==> src/rtl/alu_mult_seq.sv <==
// alu_mult_seq: multi-cycle shift-and-add multiplier (signed or unsigned).
// It has no adder of its own. It drives the shared execute-stage ALU while busy
// and consumes the ALU result and carry in the same cycle.
module alu_mult_seq #(
    parameter int SIZE = 32
) (
    input  logic            clk,
    input  logic            rst,
    input  logic            start,
    input  logic            sign,
    input  logic [SIZE-1:0] op_a,
    input  logic [SIZE-1:0] op_b,
    output logic            busy,
    output logic            done,
    output logic [SIZE-1:0] hi,
    output logic [SIZE-1:0] lo,
    output logic [3:0]      alu_op,
    output logic [SIZE-1:0] alu_a,
    output logic [SIZE-1:0] alu_b,
    input  logic [SIZE-1:0] alu_out,
    input  logic            alu_carry
);

    localparam int CW = (SIZE > 1) ? $clog2(SIZE) : 1;

    localparam logic [3:0] OP_NOP = 4'b0000;
    localparam logic [3:0] OP_ADD = 4'b0010;
    localparam logic [3:0] OP_SUB = 4'b0110;

    typedef enum logic [2:0] {
        st_idle,
        st_nega,
        st_negb,
        st_iter,
        st_fixlo,
        st_fixhi,
        st_done
    } state_t;

    state_t          state;
    state_t          state_nx;
    logic [SIZE-1:0] mcand;     // multiplicand (magnitude after NEGA in signed mode)
    logic [CW-1:0]   cnt;       // remaining ITER steps minus one
    logic            neg;       // final product must be negated
    logic            sgn;       // operation is signed
    logic            lo_zero;   // low word was zero before the final negation

    assign busy = (state != st_idle) && (state != st_done);
    assign done = (state == st_done);

    // State register.
    // NOTE: sequential state uses non-blocking assignments so every flop samples
    // pre-edge values, independent of the order of always blocks.
    always_ff @(posedge clk or posedge rst) begin
        if (rst) state <= st_idle;
        else     state <= state_nx;
    end

    // Next-state decode and ALU operand/opcode selection for each step.
    // NOTE: every output of this block gets a default first, so no path can
    // leave a signal unassigned and infer a latch.
    always_comb begin
        state_nx = state;
        alu_op   = OP_NOP;
        alu_a    = '0;
        alu_b    = '0;
        case (state)
            st_idle: begin
                if (start) state_nx = sign ? st_nega : st_iter;
            end
            st_nega: begin
                // |a|: 0 - a when negative, otherwise a pass-through add
                if (mcand[SIZE-1]) begin
                    alu_op = OP_SUB;
                    alu_b  = mcand;
                end else begin
                    alu_op = OP_ADD;
                    alu_a  = mcand;
                end
                state_nx = st_negb;
            end
            st_negb: begin
                // b was parked in lo at accept time
                if (lo[SIZE-1]) begin
                    alu_op = OP_SUB;
                    alu_b  = lo;
                end else begin
                    alu_op = OP_ADD;
                    alu_a  = lo;
                end
                state_nx = st_iter;
            end
            st_iter: begin
                alu_op = OP_ADD;
                alu_a  = hi;
                alu_b  = lo[0] ? mcand : '0;
                if (cnt == '0) state_nx = sgn ? st_fixlo : st_done;
            end
            st_fixlo: begin
                if (neg) begin
                    alu_op = OP_SUB;
                    alu_b  = lo;
                end else begin
                    alu_op = OP_ADD;
                    alu_a  = lo;
                end
                state_nx = st_fixhi;
            end
            st_fixhi: begin
                // ~hi plus the carry out of the low-word negation (only when lo was 0)
                alu_op = OP_ADD;
                if (neg) begin
                    alu_a = ~hi;
                    alu_b = {{(SIZE-1){1'b0}}, lo_zero};
                end else begin
                    alu_a = hi;
                end
                state_nx = st_done;
            end
            st_done: begin
                state_nx = st_idle;
            end
            default: begin
                state_nx = st_idle;
            end
        endcase
    end

    // Datapath: operand capture, magnitude fix-up, shift-and-add and product negation.
    always_ff @(posedge clk or posedge rst) begin
        if (rst) begin
            mcand   <= '0;
            cnt     <= '0;
            neg     <= 1'b0;
            sgn     <= 1'b0;
            lo_zero <= 1'b0;
            hi      <= '0;
            lo      <= '0;
        end else begin
            case (state)
                st_idle: begin
                    if (start) begin
                        mcand <= op_a;
                        lo    <= op_b;
                        hi    <= '0;
                        cnt   <= CW'(SIZE - 1);
                        sgn   <= sign;
                        neg   <= sign & (op_a[SIZE-1] ^ op_b[SIZE-1]);
                    end
                end
                st_nega: begin
                    mcand <= alu_out;
                end
                st_negb: begin
                    lo  <= alu_out;
                    hi  <= '0;
                    cnt <= CW'(SIZE - 1);
                end
                st_iter: begin
                    // {carry, sum, lo} shifted right by one
                    hi <= {alu_carry, alu_out[SIZE-1:1]};
                    lo <= {alu_out[0], lo[SIZE-1:1]};
                    if (cnt != '0) cnt <= cnt - CW'(1);
                end
                st_fixlo: begin
                    lo      <= alu_out;
                    lo_zero <= (lo == '0);
                end
                st_fixhi: begin
                    hi <= alu_out;
                end
                default: begin
                end
            endcase
        end
    end

endmodule

==> config.mk <==
export PLATFORM = sky130hd
export DESIGN_NAME = alu_mult_seq
export DESIGN_NICKNAME = d
export VERILOG_FILES = /design/src/rtl/alu_mult_seq.sv
export SDC_FILE = /design/constraint.sdc
export NUM_CORES = 1
export LEC_CHECK = 0
export ABC_AREA = 1
export BUFFER_PORTS_ARGS = -buffer_cell sky130_fd_sc_hd__buf_2
export CORE_ASPECT_RATIO = 0.7
export CORE_UTILIZATION = 49
export CTS_CLUSTER_SIZE = 12
export DETAILED_ROUTE_END_ITERATION = 6
export GPL_TIMING_DRIVEN = 0
export PLACE_DENSITY = 0.78
export SYNTH_ARGS = -nofsm -noshare
export SYNTH_HDL_FRONTEND = slang
export SYNTH_SLANG_ARGS = --single-unit
==> constraint.sdc <==
create_clock -name clk -period 3.4 [get_ports clk]
set_clock_uncertainty 0.15 [all_clocks]
set_input_delay 0.34 -clock clk [delete_from_list [all_inputs] [get_ports clk]]
set_output_delay 0.34 -clock clk [all_outputs]
set_load 0.01 [all_outputs]
==> tab_implementation.tex <==
\begin{tabular}{lr}
\hline
Metric & Value \\
\hline
\multicolumn{2}{l}{\textbf{Route}} \\
\quad Remaining antenna violation count & 0 \\
\quad Vias after detailed routing & 11400 \\
\quad Post-detailed-route DRC marker count & 0 \\
\quad DR WL/cell & approximately 19 µm \\
\quad DR vias/cell & between 5 and 6 \\
\quad Violation count after the first detailed-route iteration & 1745 \\
\quad Number of detailed-routing iterations run before antenna repair & 6 \\
\quad Detailed-route wire length & between 30000 and 40000 µm \\
\multicolumn{2}{l}{\textbf{Clock tree}} \\
\quad Post-CTS Setup Inserts & 0 \\
\quad Hold\_buf cts & 1 \\
\quad Maximum buffer depth of the clock tree & 2 \\
\quad H-tree levels & 3 \\
\quad Clk slew on worst S/H paths & approximately 0.08 ns \\
\quad Cells resized by post-CTS repair & 0 \\
\quad CTS tree & yes \\
\quad Clock Sinks & 107 \\
\quad Source-to-sink clock delay at the later pin of the worst-skew pair & between 0.3 and 0.4 ns \\
\quad Root Buffer & sky130\_fd\_sc\_hd\_\_clkbuf\_16 \\
\quad Clock buffers created by TritonCTS & 9 \\
\multicolumn{2}{l}{\textbf{STA}} \\
\quad Final setup margin & approximately 0.24 ns \\
\quad Final slew viol count & 0 \\
\quad Worst Max-Slew Pin Slew & 0.8432 ns \\
\quad Worst hold slack across all endpoints & 0.05380 ns \\
\quad Slew HR & around 44\% \\
\quad Final clock period utilization by the worst path & between 90 and 100\% \\
\quad Number of hold-slack violations in the final timing report & 0 \\
\quad Unrepaired setup endpoints after global routing & no \\
\quad Final worst path period need & roughly 3.2 ns \\
\quad Fmax & $\sim$0.32 GHz \\
\quad Finish-stage setup viols & 0 \\
\multicolumn{2}{l}{\textbf{Synth}} \\
\quad Syn avg cell area & roughly 6 µm² \\
\quad Synthesized area & slightly below 9000 µm² \\
\quad Multiplexer share of the synthesized area & 0\% \\
\quad Largest area contributor in the synthesized netlist & sky130\_fd\_sc\_hd\_\_dfrtp\_1 \\
\quad Number of warnings reported in the yosys synthesis log & 0 \\
\quad Number of enable-type register cells in the synthesized netlist & 0 \\
\quad Main combinational cell family by area after synthesis & simple AND/OR/NAND/NOR gates \\
\quad Post-synthesis async set-or-reset flop share & 100.0\% \\
\quad Number of flip-flops and latches in the synthesized netlist & between 100 and 150 \\
\quad Top FF cell, synth & sky130\_fd\_sc\_hd\_\_dfrtp\_1 \\
\quad Ranking of synthesized cells by instance count & sky130\_fd\_sc\_hd\_\_nand2\_1, sky130\_fd\_sc\_hd\_\_nor2\_1, sky130\_fd\_sc\_hd\_\_nand3\_1 \\
\quad Post-synth top area share & 30.25\% \\
\quad Proportion of synthesized chip area in sequential cells & between 30 and 40\% \\
\quad Synth Area in Compound Gates & between 10\% and 20\% \\
\quad Cells after Synth & roughly 1500 \\
\quad Largest cells by area after synthesis & sky130\_fd\_sc\_hd\_\_dfrtp\_1, sky130\_fd\_sc\_hd\_\_nand2\_1, sky130\_fd\_sc\_hd\_\_nor2\_1 \\
\quad Synthesized-area fraction occupied by adder cells & 0.5654\% \\
\quad Most common cell in the netlist & sky130\_fd\_sc\_hd\_\_nand2\_1 \\
\quad Share of the synthesized netlist area taken by xor and xnor gates & 1.781\% \\
\quad Post-synthesis share of cell area spent on and, or, nand and nor gates & between 40\% and 50\% \\
\quad Number of unique standard cell types used by synthesis & 31 \\
\multicolumn{2}{l}{\textbf{GRT}} \\
\quad Total global routing track utilization & between 30\% and 40\% \\
\quad Wire length of the first global-routing pass & $\sim$56000 µm \\
\quad Antenna violations before repair & 0 \\
\quad Gr ovfl total & 0 \\
\quad Largest net degree at the start of global routing & around 90 \\
\quad Number of global-route vias before repair & a little over 10000 \\
\multicolumn{2}{l}{\textbf{Final layout}} \\
\quad Finished Core Util & 61.21\% \\
\quad Area taken by multi-input logic gates & between 5000 and 6000 µm² \\
\quad Area delta synth->final & 20.42\% \\
\quad Share of layout cells above drive strength 1 & approximately a fifth \\
\quad Final nets & about 1800 \\
\quad Fill count & $\sim$1800 \\
\quad Diode insertion count for antenna repair & 0 \\
\quad Sequential standard cell area & around 2700 µm² \\
\multicolumn{2}{l}{\textbf{Setup path}} \\
\quad Maximum fanout along the worst path & 10 \\
\quad Kind of end point of the critical path & primary output \\
\quad Critical path required time & 2.91 ns \\
\quad CP Buf/Inv Count & 4 \\
\quad Cell-by-cell listing of the critical path & buf\_4 -> buf\_2 -> nand3\_2 -> buf\_1 -> nor2\_1 -> nor2\_1 -> a21oi\_1 -> buf\_2 \\
\quad Delay-heaviest family, CP & buffers and inverters \\
\quad Sort of element at the start of the critical path & flop \\
\quad Slowest cell on crit path & sky130\_fd\_sc\_hd\_\_buf\_1 \\
\quad Category of the most critical setup path & reg2out \\
\quad Largest incremental delay on the critical path & approximately 0.68 ns \\
\quad Worst endpoint data arrival time & 2.67 ns \\
\multicolumn{2}{l}{\textbf{Placement}} \\
\quad HPWL after detailed placement & approximately 26000 µm \\
\quad Final weighted congestion in routability-driven placement & about 0.97 \\
\quad Worst setup timing slack at the placement stage & between 0.7 and 0.8 ns \\
\quad PortBufs & roughly 230 \\
\multicolumn{2}{l}{\textbf{Floorplan}} \\
\quad Height of the chip & between 100 and 150 µm \\
\quad Horizontal die dimension & about 160 µm \\
\quad Area of the core & 17420 µm² \\
\quad Initial cell density of the core & between 50\% and 60\% \\
\quad Die area & roughly 19000 µm² \\
\quad Count of boundary I/O pins & around 240 \\
\quad Num rows & 40 \\
\multicolumn{2}{l}{\textbf{Power and ir drop}} \\
\quad Peak supply drop & 0.5582 mV \\
\quad Tot Pwr & between 10 and 15 mW \\
\quad Leakage power & $\sim$5.5 nW \\
\quad Power per cell area & $\sim$1100 nW/µm² \\
\multicolumn{2}{l}{\textbf{Worst hold path}} \\
\quad Worst hold path class & in2reg \\
\multicolumn{2}{l}{\textbf{Flow run}} \\
\quad Maximum Capacitance Violations & 0 \\
\multicolumn{2}{l}{\textbf{Outcome}} \\
\quad Run status & complete, no violations \\
\hline
\end{tabular}
kinds of logic after synthesis:
| family | after synthesis |
|---|---|
| other cells | 1 |
| simple gates | 955 |
| buf+inv | 223 |
| compound gates | 166 |
| flops | 107 |
| fa+ha+maj | 4 |
| xor+xnor | 18 |
final timing paths:
| kind | start | end | slack (ns) | cells past startpoint |
|---|---|---|---|---|
| max | state[2] | alu_a[28] | 0.24 | 8 |
| min | op_b[15] | lo[15] | 0.05 | 3 |
| max reg2reg | state[2] | cnt[1] | 0.77 | 10 |
| min reg2reg | cnt[4] | cnt[4] | 0.32 | 2 |
| max in group asynchronous | rst | mcand[12] | 2.05 | 4 |
| min in group asynchronous | rst | hi[29] | 0.29 | 3 |
report_power, final:
group / switching [mW] / internal (mW)
Combinational: 5.56 / 2.53
Clock: 0.544 / 0.649
Sequential: 0.900 / 1.93
state kept, by name, summed over array words and instances, names as in the netlist:
name,cells
sgn,1
mcand,32
cnt,5
lo,32
neg,1
hi,32
lo_zero,1
state,3
per-stage QoR:
step           area (µm²)  setup TNS (ns)  std cells
3_3_place_gp        10310         -161.89       1938
6_report            10660               0       1956
4_1_cts             10660               0       1956
2_1_floorplan        8856               0       1475
5_1_grt             10660               0       1956
3_5_place_dp        10340               0       1939
tightest hold or removal path: stages:
cell	delay (ns)
sky130_fd_sc_hd__buf_2	0.09
sky130_fd_sc_hd__nand2_1	0.05
sky130_fd_sc_hd__a21oi_1	0.06
area by class of cell:
cell class,count,area share (%)
Multi-Input combinational cell,1145,49.04
Sequential cell,107,25.12
Timing Repair Buffer,234,11.24
Buffer,111,4.977
Inverter,112,3.991
Tap cell,231,2.711
Clock buffer,12,2.218
Clock inverter,4,0.7042
per-layer routing:
metal	up-vias	part of all wire, %	GRT usage, %
met3	84	15	11.59
met1	5181	42	57.90
li1	5248	-	-
met4	0	2.1	12.34
met2	891	41	54.73
met5	-	0	0
layout by cell type, fill, tap and decap left out, types with 10 or more instances in the layout:
cell type                    n
sky130_fd_sc_hd__buf_2     278
sky130_fd_sc_hd__buf_1      10
sky130_fd_sc_hd__o21ai_1    65
sky130_fd_sc_hd__dfrtp_1   107
sky130_fd_sc_hd__nand3_1   152
sky130_fd_sc_hd__nand2_1   373
sky130_fd_sc_hd__inv_1     103
sky130_fd_sc_hd__nor2_1    312
sky130_fd_sc_hd__a21oi_1    63
sky130_fd_sc_hd__o211ai_1   33
sky130_fd_sc_hd__xnor2_1    18
sky130_fd_sc_hd__nand4_1    64
sky130_fd_sc_hd__nor3_1     30
sky130_fd_sc_hd__clkbuf_1   46
(Power assumes the default switching activity.)
